--- src/rtl/jt900h_pkg.sv ---
// Shared definitions for the JT900H micro-DMA engine: register field codes,
// step/size encodings, the engine FSM states and a pointer-step helper.
package jt900h_pkg;

    typedef enum logic [1:0] {
        FLD_SRC  = 2'd0,
        FLD_DST  = 2'd1,
        FLD_CNT  = 2'd2,
        FLD_MODE = 2'd3
    } field_e;

    typedef enum logic [1:0] {
        STEP_FIX  = 2'd0,
        STEP_INC  = 2'd1,
        STEP_DEC  = 2'd2,
        STEP_FIX3 = 2'd3
    } step_e;

    typedef enum logic [1:0] {
        SZ_BYTE = 2'd0,
        SZ_WORD = 2'd1,
        SZ_LONG = 2'd2,
        SZ_RSVD = 2'd3
    } size_e;

    typedef enum logic [2:0] {
        ST_IDLE,
        ST_REQ,
        ST_RD,
        ST_RD2,
        ST_WR,
        ST_WR2,
        ST_UPD
    } state_e;

    localparam int ADDR_W = 24;
    localparam int MODE_W = 6;

    // Channel index width, kept at least one bit so CH=1 still has a legal vector.
    function automatic int ch_idx_w(input int ch);
        return (ch > 1) ? $clog2(ch) : 1;
    endfunction

    function automatic logic [ADDR_W-1:0] step_ptr(input logic [ADDR_W-1:0] p,
                                                   input logic [1:0]        step,
                                                   input logic [2:0]        amt);
        logic [ADDR_W-1:0] r;
        r = p;
        case (step_e'(step))
            STEP_INC: r = p + ADDR_W'(amt);
            STEP_DEC: r = p - ADDR_W'(amt);
            default:  r = p;
        endcase
        return r;
    endfunction

endpackage

--- src/rtl/jt900h_mdma_if.sv ---
// Bus-borrowing port of the micro-DMA engine: request/grant handshake plus
// the external address/data/byte-enable/wait signals.
interface jt900h_mdma_if;
    logic        dma_req;
    logic        dma_gnt;
    logic [23:0] addr;
    logic [15:0] din;
    logic [15:0] dout;
    logic [1:0]  we;
    logic        busy;

    modport master (output dma_req, addr, dout, we,
                    input  dma_gnt, din, busy);

    modport slave  (input  dma_req, addr, dout, we,
                    output dma_gnt, din, busy);
endinterface

--- src/rtl/jt900h_mdma_arb.sv ---
// Combinational fixed-priority picker: lowest requesting channel index wins.
module jt900h_mdma_arb
    import jt900h_pkg::*;
#(
    parameter  int CH  = 4,
    localparam int CHW = ch_idx_w(CH)
) (
    input  logic [CH-1:0]  req_i,
    output logic [CHW-1:0] idx_o,
    output logic           valid_o
);

    always_comb begin
        idx_o   = '0;
        valid_o = 1'b0;
        // Scan downwards so the last (lowest) hit overrides higher ones.
        for (int i = CH - 1; i >= 0; i--) begin
            if (req_i[i]) begin
                idx_o   = CHW'(i);
                valid_o = 1'b1;
            end
        end
    end

endmodule

--- src/rtl/jt900h_mdma.sv ---
// Multi-channel micro-DMA engine: per-channel SRC/DST/CNT/MODE registers, one
// byte/word/long move per request. Define JT900H_MDMA_LONG_EN for 32-bit moves.
module jt900h_mdma
    import jt900h_pkg::*;
#(
    parameter int CH = 4,
    parameter int CW = 16
) (
    input  logic                   clk,
    input  logic                   rst_n,
    input  logic                   cen,
    input  logic [31:0]            regin,
    input  logic [$clog2(CH)+1:0]  regsel,
    input  logic                   regwe,
    output logic [31:0]            regout,
    input  logic [CH-1:0]          dreq,
    output logic [CH-1:0]          tc,
    jt900h_mdma_if.master          bus
);

    localparam int CHW = ch_idx_w(CH);
`ifdef JT900H_MDMA_LONG_EN
    localparam int DW = 32;
`else
    localparam int DW = 16;
`endif

    logic [ADDR_W-1:0] src_a  [CH];
    logic [ADDR_W-1:0] dst_a  [CH];
    logic [CW-1:0]     cnt_a  [CH];
    logic [MODE_W-1:0] mode_a [CH];
    logic [CH-1:0]     armed;

    state_e         state_q, state_d;
    logic [CHW-1:0] ch_q, ch_d;
    logic [DW-1:0]  data_q, data_d;
    logic [CH-1:0]  tc_q, tc_d;

    logic [CHW-1:0] sel_ch;
    logic [1:0]     sel_fld;
    logic           sel_ok;
    logic           unused_regin;

    logic [CHW-1:0] arb_idx;
    logic           arb_valid;

    logic [ADDR_W-1:0] cur_src, cur_dst, src_upd, dst_upd;
    logic [CW-1:0]     cur_cnt, cnt_upd;
    logic [MODE_W-1:0] cur_mode;
    logic              is_byte, is_long, cnt_wr_now;
    logic [2:0]        amt;

    assign sel_fld      = regsel[1:0];
    assign sel_ok       = int'(sel_ch) < CH;
    assign unused_regin = ^regin;

    generate
        if (CH > 1) begin : g_sel
            assign sel_ch = regsel[$clog2(CH)+1:2];
        end else begin : g_sel1
            assign sel_ch = '0;
        end
    endgenerate

    jt900h_mdma_arb #(.CH(CH)) u_arb (
        .req_i   (dreq & armed),
        .idx_o   (arb_idx),
        .valid_o (arb_valid)
    );

    // Per-channel register file; a host write in the UPD cycle beats the update.
    generate
        for (genvar gi = 0; gi < CH; gi++) begin : g_ch
            logic [ADDR_W-1:0] src_q, dst_q;
            logic [CW-1:0]     cnt_q;
            logic [MODE_W-1:0] mode_q;
            logic              wr_hit, upd_hit;

            assign wr_hit  = regwe && (sel_ch == CHW'(gi));
            assign upd_hit = (state_q == ST_UPD) && (ch_q == CHW'(gi));

            always_ff @(posedge clk or negedge rst_n) begin
                if (!rst_n) begin
                    src_q  <= '0;
                    dst_q  <= '0;
                    cnt_q  <= '0;
                    mode_q <= '0;
                end else if (cen) begin
                    if (wr_hit && sel_fld == FLD_SRC)       src_q <= regin[ADDR_W-1:0];
                    else if (upd_hit)                       src_q <= src_upd;
                    if (wr_hit && sel_fld == FLD_DST)       dst_q <= regin[ADDR_W-1:0];
                    else if (upd_hit)                       dst_q <= dst_upd;
                    if (wr_hit && sel_fld == FLD_CNT)       cnt_q <= regin[CW-1:0];
                    else if (upd_hit)                       cnt_q <= cnt_upd;
                    if (wr_hit && sel_fld == FLD_MODE)      mode_q <= regin[MODE_W-1:0];
                end
            end

            assign src_a[gi]  = src_q;
            assign dst_a[gi]  = dst_q;
            assign cnt_a[gi]  = cnt_q;
            assign mode_a[gi] = mode_q;
            assign armed[gi]  = (cnt_q != '0);
        end
    endgenerate

    always_comb begin
        regout = '0;
        if (sel_ok) begin
            case (field_e'(sel_fld))
                FLD_SRC:  regout = {8'd0, src_a[sel_ch]};
                FLD_DST:  regout = {8'd0, dst_a[sel_ch]};
                FLD_CNT:  regout = 32'(cnt_a[sel_ch]);
                default:  regout = {{(32-MODE_W){1'b0}}, mode_a[sel_ch]};
            endcase
        end
    end

    assign cur_src  = src_a[ch_q];
    assign cur_dst  = dst_a[ch_q];
    assign cur_cnt  = cnt_a[ch_q];
    assign cur_mode = mode_a[ch_q];

    always_comb begin
        is_byte = (cur_mode[1:0] == SZ_BYTE) || (cur_mode[1:0] == SZ_RSVD);
`ifdef JT900H_MDMA_LONG_EN
        is_long = (cur_mode[1:0] == SZ_LONG);
`else
        is_long = 1'b0;
`endif
        amt = is_byte ? 3'd1 : (is_long ? 3'd4 : 3'd2);
    end

    assign src_upd    = step_ptr(cur_src, cur_mode[3:2], amt);
    assign dst_upd    = step_ptr(cur_dst, cur_mode[5:4], amt);
    // A count cleared by the host mid-transfer stays at zero rather than wrapping.
    assign cnt_upd    = (cur_cnt == '0) ? '0 : cur_cnt - 1'b1;
    assign cnt_wr_now = regwe && sel_ok && (sel_ch == ch_q) && (sel_fld == FLD_CNT);

    always_comb begin
        state_d = state_q;
        ch_d    = ch_q;
        data_d  = data_q;
        tc_d    = '0;
        case (state_q)
            ST_IDLE: begin
                if (arb_valid) begin
                    ch_d    = arb_idx;
                    state_d = ST_REQ;
                end
            end
            ST_REQ: begin
                if (bus.dma_gnt) state_d = ST_RD;
            end
            ST_RD: begin
                if (!bus.busy) begin
                    if (is_byte) data_d[7:0]  = cur_src[0] ? bus.din[15:8] : bus.din[7:0];
                    else         data_d[15:0] = bus.din;
`ifdef JT900H_MDMA_LONG_EN
                    state_d = is_long ? ST_RD2 : ST_WR;
`else
                    state_d = ST_WR;
`endif
                end
            end
`ifdef JT900H_MDMA_LONG_EN
            ST_RD2: begin
                if (!bus.busy) begin
                    data_d[31:16] = bus.din;
                    state_d       = ST_WR;
                end
            end
            ST_WR2: begin
                if (!bus.busy) state_d = ST_UPD;
            end
`endif
            ST_WR: begin
                if (!bus.busy) begin
`ifdef JT900H_MDMA_LONG_EN
                    state_d = is_long ? ST_WR2 : ST_UPD;
`else
                    state_d = ST_UPD;
`endif
                end
            end
            ST_UPD: begin
                if (cur_cnt == CW'(1) && !cnt_wr_now) tc_d[ch_q] = 1'b1;
                state_d = ST_IDLE;
            end
            default: state_d = ST_IDLE;
        endcase
    end

    always_ff @(posedge clk or negedge rst_n) begin
        if (!rst_n) begin
            state_q <= ST_IDLE;
            ch_q    <= '0;
            data_q  <= '0;
            tc_q    <= '0;
        end else if (cen) begin
            state_q <= state_d;
            ch_q    <= ch_d;
            data_q  <= data_d;
            tc_q    <= tc_d;
        end
    end

    assign tc = tc_q;

    // Bus drive is decoded from the state register, so it holds steady during waits.
    always_comb begin
        bus.dma_req = (state_q == ST_REQ) || (state_q == ST_RD) || (state_q == ST_RD2) ||
                      (state_q == ST_WR)  || (state_q == ST_WR2);
        bus.addr    = '0;
        bus.dout    = '0;
        bus.we      = 2'b00;
        case (state_q)
            ST_RD: bus.addr = is_byte ? cur_src : {cur_src[ADDR_W-1:1], 1'b0};
            ST_WR: begin
                if (is_byte) begin
                    bus.addr = cur_dst;
                    bus.dout = {2{data_q[7:0]}};
                    bus.we   = cur_dst[0] ? 2'b10 : 2'b01;
                end else begin
                    bus.addr = {cur_dst[ADDR_W-1:1], 1'b0};
                    bus.dout = data_q[15:0];
                    bus.we   = 2'b11;
                end
            end
`ifdef JT900H_MDMA_LONG_EN
            ST_RD2: bus.addr = {cur_src[ADDR_W-1:1] + 1'b1, 1'b0};
            ST_WR2: begin
                bus.addr = {cur_dst[ADDR_W-1:1] + 1'b1, 1'b0};
                bus.dout = data_q[31:16];
                bus.we   = 2'b11;
            end
`endif
            default: ;
        endcase
    end

endmodule
--- src/flat_wrapper.sv ---
// flat-port wrapper written by rule: the top's interface ports become plain ports
module jt900h_mdma_flat import jt900h_pkg::*;
#(
    parameter int CH = 4,
    parameter int CW = 16
)
  (clk, rst_n, cen, regin, regsel, regwe, regout, dreq, tc, bus_dma_req, bus_addr, bus_dout, bus_we, bus_dma_gnt, bus_din, bus_busy);
  jt900h_mdma_if bus_i ();
  input  logic clk;
  input  logic rst_n;
  input  logic cen;
  input  logic [31:0] regin;
  input  logic [$clog2(CH)+1:0] regsel;
  input  logic regwe;
  output logic [31:0] regout;
  input  logic [CH-1:0] dreq;
  output logic [CH-1:0] tc;
  output wire logic [$bits(bus_i.dma_req)-1:0] bus_dma_req;
  output wire logic [$bits(bus_i.addr)-1:0] bus_addr;
  output wire logic [$bits(bus_i.dout)-1:0] bus_dout;
  output wire logic [$bits(bus_i.we)-1:0] bus_we;
  input wire logic [$bits(bus_i.dma_gnt)-1:0] bus_dma_gnt;
  input wire logic [$bits(bus_i.din)-1:0] bus_din;
  input wire logic [$bits(bus_i.busy)-1:0] bus_busy;
  assign bus_dma_req = bus_i.dma_req;
  assign bus_addr = bus_i.addr;
  assign bus_dout = bus_i.dout;
  assign bus_we = bus_i.we;
  assign bus_i.dma_gnt = bus_dma_gnt;
  assign bus_i.din = bus_din;
  assign bus_i.busy = bus_busy;
  jt900h_mdma #(.CH(CH), .CW(CW)) u_core (.clk(clk), .rst_n(rst_n), .cen(cen), .regin(regin), .regsel(regsel), .regwe(regwe), .regout(regout), .dreq(dreq), .tc(tc), .bus(bus_i));
endmodule
--- config.mk ---
export PLATFORM = sky130hd
export DESIGN_NAME = jt900h_mdma_flat
export DESIGN_NICKNAME = d
export VERILOG_FILES = /design/src/rtl/jt900h_pkg.sv /design/src/rtl/jt900h_mdma_if.sv /design/src/rtl/jt900h_mdma_arb.sv /design/src/rtl/jt900h_mdma.sv /design/src/flat_wrapper.sv
export SDC_FILE = /design/constraint.sdc
export NUM_CORES = 1
export LEC_CHECK = 0
export CAP_MARGIN = 30
export CORE_MARGIN = 4
export CORE_UTILIZATION = 55
export CTS_CLUSTER_SIZE = 40
export DETAILED_ROUTE_END_ITERATION = 16
export HOLD_SLACK_MARGIN = 0.06
export PLACE_DENSITY = 0.78
export SLEW_MARGIN = 20
export SYNTH_ARGS = -nofsm -noshare
export SYNTH_HDL_FRONTEND = slang
export SYNTH_SLANG_ARGS = --single-unit
--- constraint.sdc ---
create_clock -name clk -period 6.12 [get_ports clk]
set_input_delay 0.918 -clock clk [delete_from_list [all_inputs] [get_ports clk]]
set_output_delay 0.918 -clock clk [all_outputs]
set_load 0.01 [all_outputs]
==> results of run 1 <==
power groups by stage:
| stage | sequential, mW | clock, mW | combinational, mW |
|---|---|---|---|
| finish | 3.72 | 2.41 | 10.1 |
| global route | 3.81 | 2.49 | 10.9 |
| CTS | 3.67 | 2.41 | 9.83 |
| detailed placement | 3.70 | 0 | 9.73 |
| global placement | 3.60 | 0 | 9.41 |
| floorplan | 3.34 | 0 | 7.20 |
worst max-delay path by stage:
stage / start / to / slack (ns) / cells past startpoint
after floorplan: u_core.ch_q[1]$_DFFE_PN0P_ / u_core.g_ch[1].dst_q[20]$_DFFE_PN0P_ / 0.14 / 24
after global placement: u_core.ch_q[0]$_DFFE_PN0P_ / u_core.g_ch[0].dst_q[20]$_DFFE_PN0P_ / 1.06 / 12
after detailed placement: u_core.ch_q[0]$_DFFE_PN0P_ / u_core.g_ch[0].dst_q[20]$_DFFE_PN0P_ / 0.92 / 12
after CTS: u_core.ch_q[0]$_DFFE_PN0P_ / u_core.g_ch[0].dst_q[20]$_DFFE_PN0P_ / 0.92 / 12
after global routing: u_core.ch_q[0]$_DFFE_PN0P_ / u_core.g_ch[2].dst_q[16]$_DFFE_PN0P_ / 0.56 / 13
final: u_core.ch_q[0]$_DFFE_PN0P_ / u_core.g_ch[0].dst_q[20]$_DFFE_PN0P_ / 0.77 / 12
flip-flops by register name, indices dropped and copies added, names as in the netlist:
signal / cells
u_core.state_q: 3
u_core.g_ch.mode_q: 24
u_core.g_ch.cnt_q: 64
u_core.ch_q: 2
u_core.data_q: 16
u_core.g_ch.dst_q: 96
u_core.g_ch.src_q: 96
u_core.tc: 4
final cells by class:
cell class,instances,share of cell area [%]
multi-input combinational,1985,55.2
sequential,305,29.3
timing repair buffer,205,7.45
clock buffer,43,3.51
tap,532,2.55
clock inverter,18,1.36
inverter,51,0.733
placed cells by master, fill, tap and decap left out, types with 13 or more instances in the layout:
master             n
dfrtp_1          303
nor2_1           243
o21ai_0          231
a21oi_1          231
nand2_1          208
mux4_2           147
mux2i_1          133
clkdlybuf4s50_1  120
or3_1             91
buf_4             76
nor3_1            74
nand3_1           74
inv_1             49
mux2_2            46
and3_1            43
xnor2_1           38
clkbuf_16         35
o22ai_1           27
nor4_1            25
a21o_1            23
o31ai_1           21
and2_1            20
a22o_1            18
nand4_1           17
nand2b_1          16
or4_1             15
xor2_1            15
a31oi_1           13
metal layers:
layer  vias up  wire (um)  share of wire, %
li1       9566          -                 -
met1     11100      30400                36
met2      1854      37700                44
met3       398      11400                13
met4         0       5930               6.9
met5         -          0                 0
synth_stat cells, drive strengths merged (20+ instances only):
| master | number | share of area, % |
|---|---|---|
| clkbuf | 161 | 2.6 |
| and2 | 20 | 0.54 |
| a21o | 23 | 0.75 |
| or3 | 91 | 2.5 |
| buf | 64 | 1.5 |
| nand3 | 74 | 1.6 |
| xnor2 | 39 | 1.5 |
| nand2 | 208 | 3.4 |
| mux2i | 133 | 5.8 |
| nor4 | 25 | 0.68 |
| a21oi | 241 | 5.2 |
| o31ai | 21 | 0.68 |
| inv | 49 | 0.80 |
| o22ai | 28 | 0.79 |
| and3 | 44 | 1.2 |
| nor2 | 247 | 4.0 |
| nor3 | 79 | 1.7 |
| o21ai | 242 | 5.2 |
| dfrtp | 305 | 33 |
| mux4 | 147 | 14 |
| mux2 | 46 | 2.2 |
metrics by stage:
stage	cells	setup slack, ns	utilization (%)	hold slack (ns)
final	3139	0.766	63.4	0.358
after global routing	3139	0.561	63.4	0.453
after CTS	3135	0.917	63.2	0.428
after detailed placement	3074	0.924	60.2	0.482
after global placement	3069	1.06	59.9	0.474
after floorplan	2566	0.142	-	0.452
kinds of logic after synthesis:
family	count (synthesis)	synth area share [%]
buffers and inverters	276	4.98
xor gates and xnor gates	54	2.05
other	1	0.0162
AOI/OAI and AO/OA	690	17.8
and+or+nand+nor	893	19.0
muxes	326	22.3
adders and majority gates	14	0.824
DFF	305	33.1
critical path, stage by stage (launching register included):
cell and delay [ns]:
dfrtp_4 0.75, mux4_2 0.61, xnor2_2 0.43, nand2_1 0.17
fa_1 0.53, or2_2 0.33, o311ai_0 0.55, o2bb2ai_1 0.38
o31a_1 0.35, nor3_1 0.10, or3_1 0.52, a2111o_1 0.47
nand3_1 0.09
==> flow_metrics.py, run 1 <==
metrics = {
    "critical_path": {
        "crit_type": "reg -> reg",
        "reg2reg_from": "u_core.ch_q[0]$_DFFE_PN0P_",
        "rr_worst_depth": 12,
        "startpoint_type": "register",
        "worstPathRequired_ns": 6.62,
        "cp-end-kind": "register",
        "critPathMaxFanout": 31,
        "r2r-end": "u_core.g_ch[0].dst_q[20]$_DFFE_PN0P_",
        "rrSetupSlack_ns": 0.77,
        "arrival_ns": 5.85,
    },
    "status": {
        "status": "complete, no violations",
    },
    "cts": {
        "cts_buffers": 35,
        "cts.hold.buffers_added": 0,
        "postCtsSetupRepairBufs": 0,
        "htreeDepth": 2,
        "cts_tree": "done",
        "cts.clk_slew.worst_paths_ns": 0.07,
        "clkSinkCount": 305,
        "cts_root_buf": "clkbuf_16",
        "ctsResizeCount": 0,
        "clock_latency_ns": 0.58,
        "clockBufferDepth": 3,
    },
    "floorplanning": {
        "core_um2": 41200,
        "ioPinCount": 141,
        "initial_core_util_pct": 56.0,
        "die_x_um": 213,
        "die-area_um2": 45300,
        "rows": 74,
        "die_h_um": 213,
    },
    "grt": {
        "use_met1_pct": 48.3,
        "grt_pass1_wl_um": 131000,
        "antenna_found_initial": 1,
        "grt.total_usage_pct": 37.2,
        "grt_busiest_layer": "met2",
        "grt_use_met2_pct": 56.0,
        "met3_usage_pct": 10.4,
        "grt_max_degree": 183,
        "grt_pass1_vias": 22600,
        "grt_remaining_overflow": 0,
    },
    "job": {
        "cap_violations": 0,
    },
    "cells_and_area": {
        "antennaDiodeCount": 0,
        "stdcell_area_um2": 26100,
        "fill_cells": 3289,
        "area_growth_pct": 13.1,
        "num-nets-final": 2659,
        "drive_above_1_share_pct": 14.3,
        "multi_input_comb_area_um2": 14400,
        "final-seq-area_um2": 7640,
    },
    "synthesis": {
        "async_flop_share_pct": 100,
        "avgSynthCellArea_um2": 9.02,
        "ys_types": 86,
        "synth_edf_count": 0,
        "yosys_warnings": 0,
        "ys_ff_latch": 305,
        "netlist_area_um2": 23100,
        "synth_ff_type": "dfrtp_1",
        "yosysSeqAreaShare_pct": 33.1,
        "netlist_instances": 2559,
    },
    "pwr": {
        "seqPwrFrac_pct": 22.9,
        "combPwrFrac_pct": 62.3,
        "pwr-share-clk_pct": 14.8,
        "power_density_nw_per_um2": 622,
        "p_sw_share_pct": 48.7,
        "switchingPower_mw": 7.91,
        "internal_power_mw": 8.34,
        "ir_drop_v": 0.000408,
        "p_total_mw": 16.2,
        "p_leak_nw": 10.6,
    },
    "route": {
        "vias_per_cell": 7.30,
        "firstDrtPassIters": 6,
        "detail-route-antenna-nets": 0,
        "drtIter0Drc": 3216,
        "drt-wirelength-per-cell_um": 27.2,
        "vias": 22900,
        "totalWireLength_um": 85500,
        "drc": 0,
    },
    "place": {
        "hpwl_um": 57100,
        "placed_area_um2": 24800,
        "gp_congestion": 0.969,
        "io_buffers": 124,
    },
    "timing": {
        "finalSetupTns_ns": 0,
        "final.min_clock_period_ns": 5.35,
        "finalCritPeriodShare_pct": 87.5,
        "rsz0062_at_grt": "false",
        "setup-violations-final": 0,
        "max_slew_margin_pct": 28.7,
        "tightest_slew_ns": 1.07,
        "hold_violations": 0,
        "fmax_mhz": 187,
        "worst_clock_skew_ns": 0.0187,
        "slew_violations": 0,
    },
    "min_path": {
        "hp-class": "in -> async",
    },
}
Power figures use the tool's default switching activity.
==> run 2, diff against run 1 <==
==> constraint.sdc (replaced) <==
create_clock -name clk -period 4.41 [get_ports clk]
set_input_delay 0.6615 -clock clk [delete_from_list [all_inputs] [get_ports clk]]
set_output_delay 0.6615 -clock clk [all_outputs]
set_load 0.02 [all_outputs]
==> run 2 against run 1 <==
- via count up 0.24%
- core utilization increased by 1.6 points
- sequential share of layout area decreased by 0.72 points
- critical path depth rose by 2
- non-clock buffer count grew 65
- cell area rose by 2.5%
- register-to-register slack worse by 0.70 ns
- worst setup slack got worse by 0.70 ns
- global-route usage is essentially flat
==> flow_metrics.py, run 2 (synthesis results as in run 1) <==
metrics = {
    "floorplanning": {
        "rows": 74,
        "die_x_um": 213,
        "die-area_um2": 45300,
        "ioPinCount": 141,
        "initial_core_util_pct": 56.0,
        "die_h_um": 213,
        "core_um2": 41200,
    },
    "timing": {
        "setup-violations-final": 0,
        "slew_violations": 0,
        "final.min_clock_period_ns": 4.35,
        "finalCritPeriodShare_pct": 98.6,
        "worst_clock_skew_ns": 0.0273,
        "tightest_slew_ns": 1.08,
        "max_slew_margin_pct": 27.6,
        "rsz0062_at_grt": "true",
        "hold_violations": 0,
        "fmax_mhz": 230,
    },
    "cells_and_area": {
        "fill_cells": 3226,
        "num-nets-final": 2724,
        "area_growth_pct": 16.0,
        "drive_above_1_share_pct": 18.4,
        "stdcell_area_um2": 26800,
        "reg_top3": "u_core.g_ch.dst_q x96, u_core.g_ch.src_q x96, u_core.g_ch.cnt_q x64",
        "antennaDiodeCount": 0,
        "layout_common_cells": "303 x dfrtp_1, 241 x nor2_1, 227 x a21oi_1",
        "layout_commonest_cell": "dfrtp_1",
    },
    "place": {
        "io_buffers": 124,
        "gp_congestion": 1.00,
        "hpwl_um": 58700,
        "placed_area_um2": 25500,
    },
    "grt": {
        "met3_usage_pct": 8.64,
        "grt.total_usage_pct": 37.2,
        "antenna_found_initial": 0,
        "grt_pass1_wl_um": 131000,
        "grt_pass1_vias": 22600,
        "grt_busiest_layer": "met2",
        "grt_use_met2_pct": 56.1,
        "grt_remaining_overflow": 0,
        "use_met1_pct": 49.4,
        "grt_max_degree": 117,
    },
    "route": {
        "drt-wirelength-per-cell_um": 26.7,
        "drc": 0,
        "totalWireLength_um": 85600,
        "vias_per_cell": 7.17,
        "drtIter0Drc": 3621,
        "detail-route-antenna-nets": 0,
        "firstDrtPassIters": 8,
        "vias": 23000,
    },
    "cts": {
        "cts_root_buf": "clkbuf_16",
        "htreeDepth": 2,
        "clkSinkCount": 305,
        "cts.clk_slew.worst_paths_ns": 0.06,
        "clockBufferDepth": 3,
        "cts_buffers": 35,
        "cts_tree": "done",
        "cts.hold.buffers_added": 0,
        "clock_latency_ns": 0.55,
    },
    "pwr": {
        "combPwrFrac_pct": 65.8,
        "power_density_nw_per_um2": 868,
        "seqPwrFrac_pct": 22.0,
        "internal_power_mw": 11.8,
        "pwr-share-clk_pct": 12.2,
        "switchingPower_mw": 11.5,
        "ir_drop_v": 0.000701,
        "p_total_mw": 23.2,
        "p_leak_nw": 10.9,
        "p_sw_share_pct": 49.3,
    },
    "critical_path": {
        "arrival_ns": 4.77,
        "critPathMaxFanout": 6,
        "startpoint_type": "register",
        "crit_type": "reg -> reg",
        "cp-end-kind": "register",
        "worstPathRequired_ns": 4.84,
    },
    "job": {
        "cap_violations": 0,
    },
    "status": {
        "status": "complete, no violations",
    },
    "min_path": {
        "hp-class": "in -> async",
    },
}
[run 2: cell types whose count changed in the layout (fill, tap and decap cells not counted), sizes merged]
cell / change
buf: +62
bufinv: -8
clkbuf: +11
clkinv: +2
inv: -3
[run 2: worst paths after layout]
kind                       cells past startpoint                              endpoint  slack [ns]                           startpoint
setup reg to reg                              14  u_core.g_ch[1].dst_q[12]$_DFFE_PN0P_        0.06           u_core.ch_q[0]$_DFFE_PN0P_
hold / removal                                 1         u_core.data_q[10]$_DFFE_PN0P_        0.12                                rst_n
min in group clk                               1   u_core.g_ch[1].dst_q[8]$_DFFE_PN0P_        0.50  u_core.g_ch[1].dst_q[8]$_DFFE_PN0P_
setup / recovery                              14  u_core.g_ch[1].dst_q[12]$_DFFE_PN0P_        0.06           u_core.ch_q[0]$_DFFE_PN0P_
hold reg to reg                                1   u_core.g_ch[1].dst_q[8]$_DFFE_PN0P_        0.50  u_core.g_ch[1].dst_q[8]$_DFFE_PN0P_
max in group asynchronous                      2  u_core.g_ch[3].src_q[18]$_DFFE_PN0P_        3.11                                rst_n
[run 2: per-layer routing]
layer / up-vias / wire length, um
li1: 9704 / -
met1: 11100 / 31200
met2: 1821 / 37800
met3: 346 / 10700
met4: 0 / 5800
met5: - / 0
[run 2: metrics by stage]
stage	cells	hold slack [ns]	setup TNS [ns]	worst slack (ns)	util, %
2_1_floorplan	2566	0.366	-13.54	-0.460	-
3_3_place_gp	3135	0.472	0	0.173	62.0
3_5_place_dp	3136	0.488	0	0.0866	62.0
4_1_cts	3196	0.204	0	0.0507	64.6
5_1_grt	3203	0.229	-0.126	-0.0280	65.0
6_report	3203	0.118	0	0.0637	65.0
[run 2: worst max-delay path, stage by stage (launching register included)]
cell	delay, ns
dfrtp_4	0.40
buf_4	0.18
mux4_2	0.55
xnor2_2	0.17
ha_1	0.23
fa_2	0.47
nand2b_4	0.17
or3_4	0.39
o311ai_4	0.09
o2bb2ai_4	0.20
o31a_1	0.31
nor3_1	0.11
o31ai_1	0.54
a311oi_1	0.19
a21o_1	0.19
[run 2: repair_timing]
item                                    CTS  global route
resized for setup                         0            18
buffers inserted                          0             4
endpoints found under the setup margin    0            44
hold endpoints to repair                  0             0
[run 2: area by class of cell]
type                            count  area, um2  share of cell area, %
Clock buffer                       51       1010                   3.76
Clock inverter                      9       76.3                  0.285
Inverter                           51        196                  0.734
Multi-Input combinational cell   1985      14800                   55.2
Sequential cell                   305       7640                   28.5
Tap cell                          532        666                   2.49
Timing Repair Buffer              270       2420                   9.05
[run 2: power by group through the flow]
stage	Sequential, mW	Combinational, mW	Clock [mW]
2_1_floorplan	4.63	10.8	0
3_3_place_gp	4.96	14.2	0
3_5_place_dp	5.09	14.6	0
4_1_cts	5.05	14.7	2.86
5_1_grt	5.22	16.4	2.97
6_report	5.11	15.3	2.84
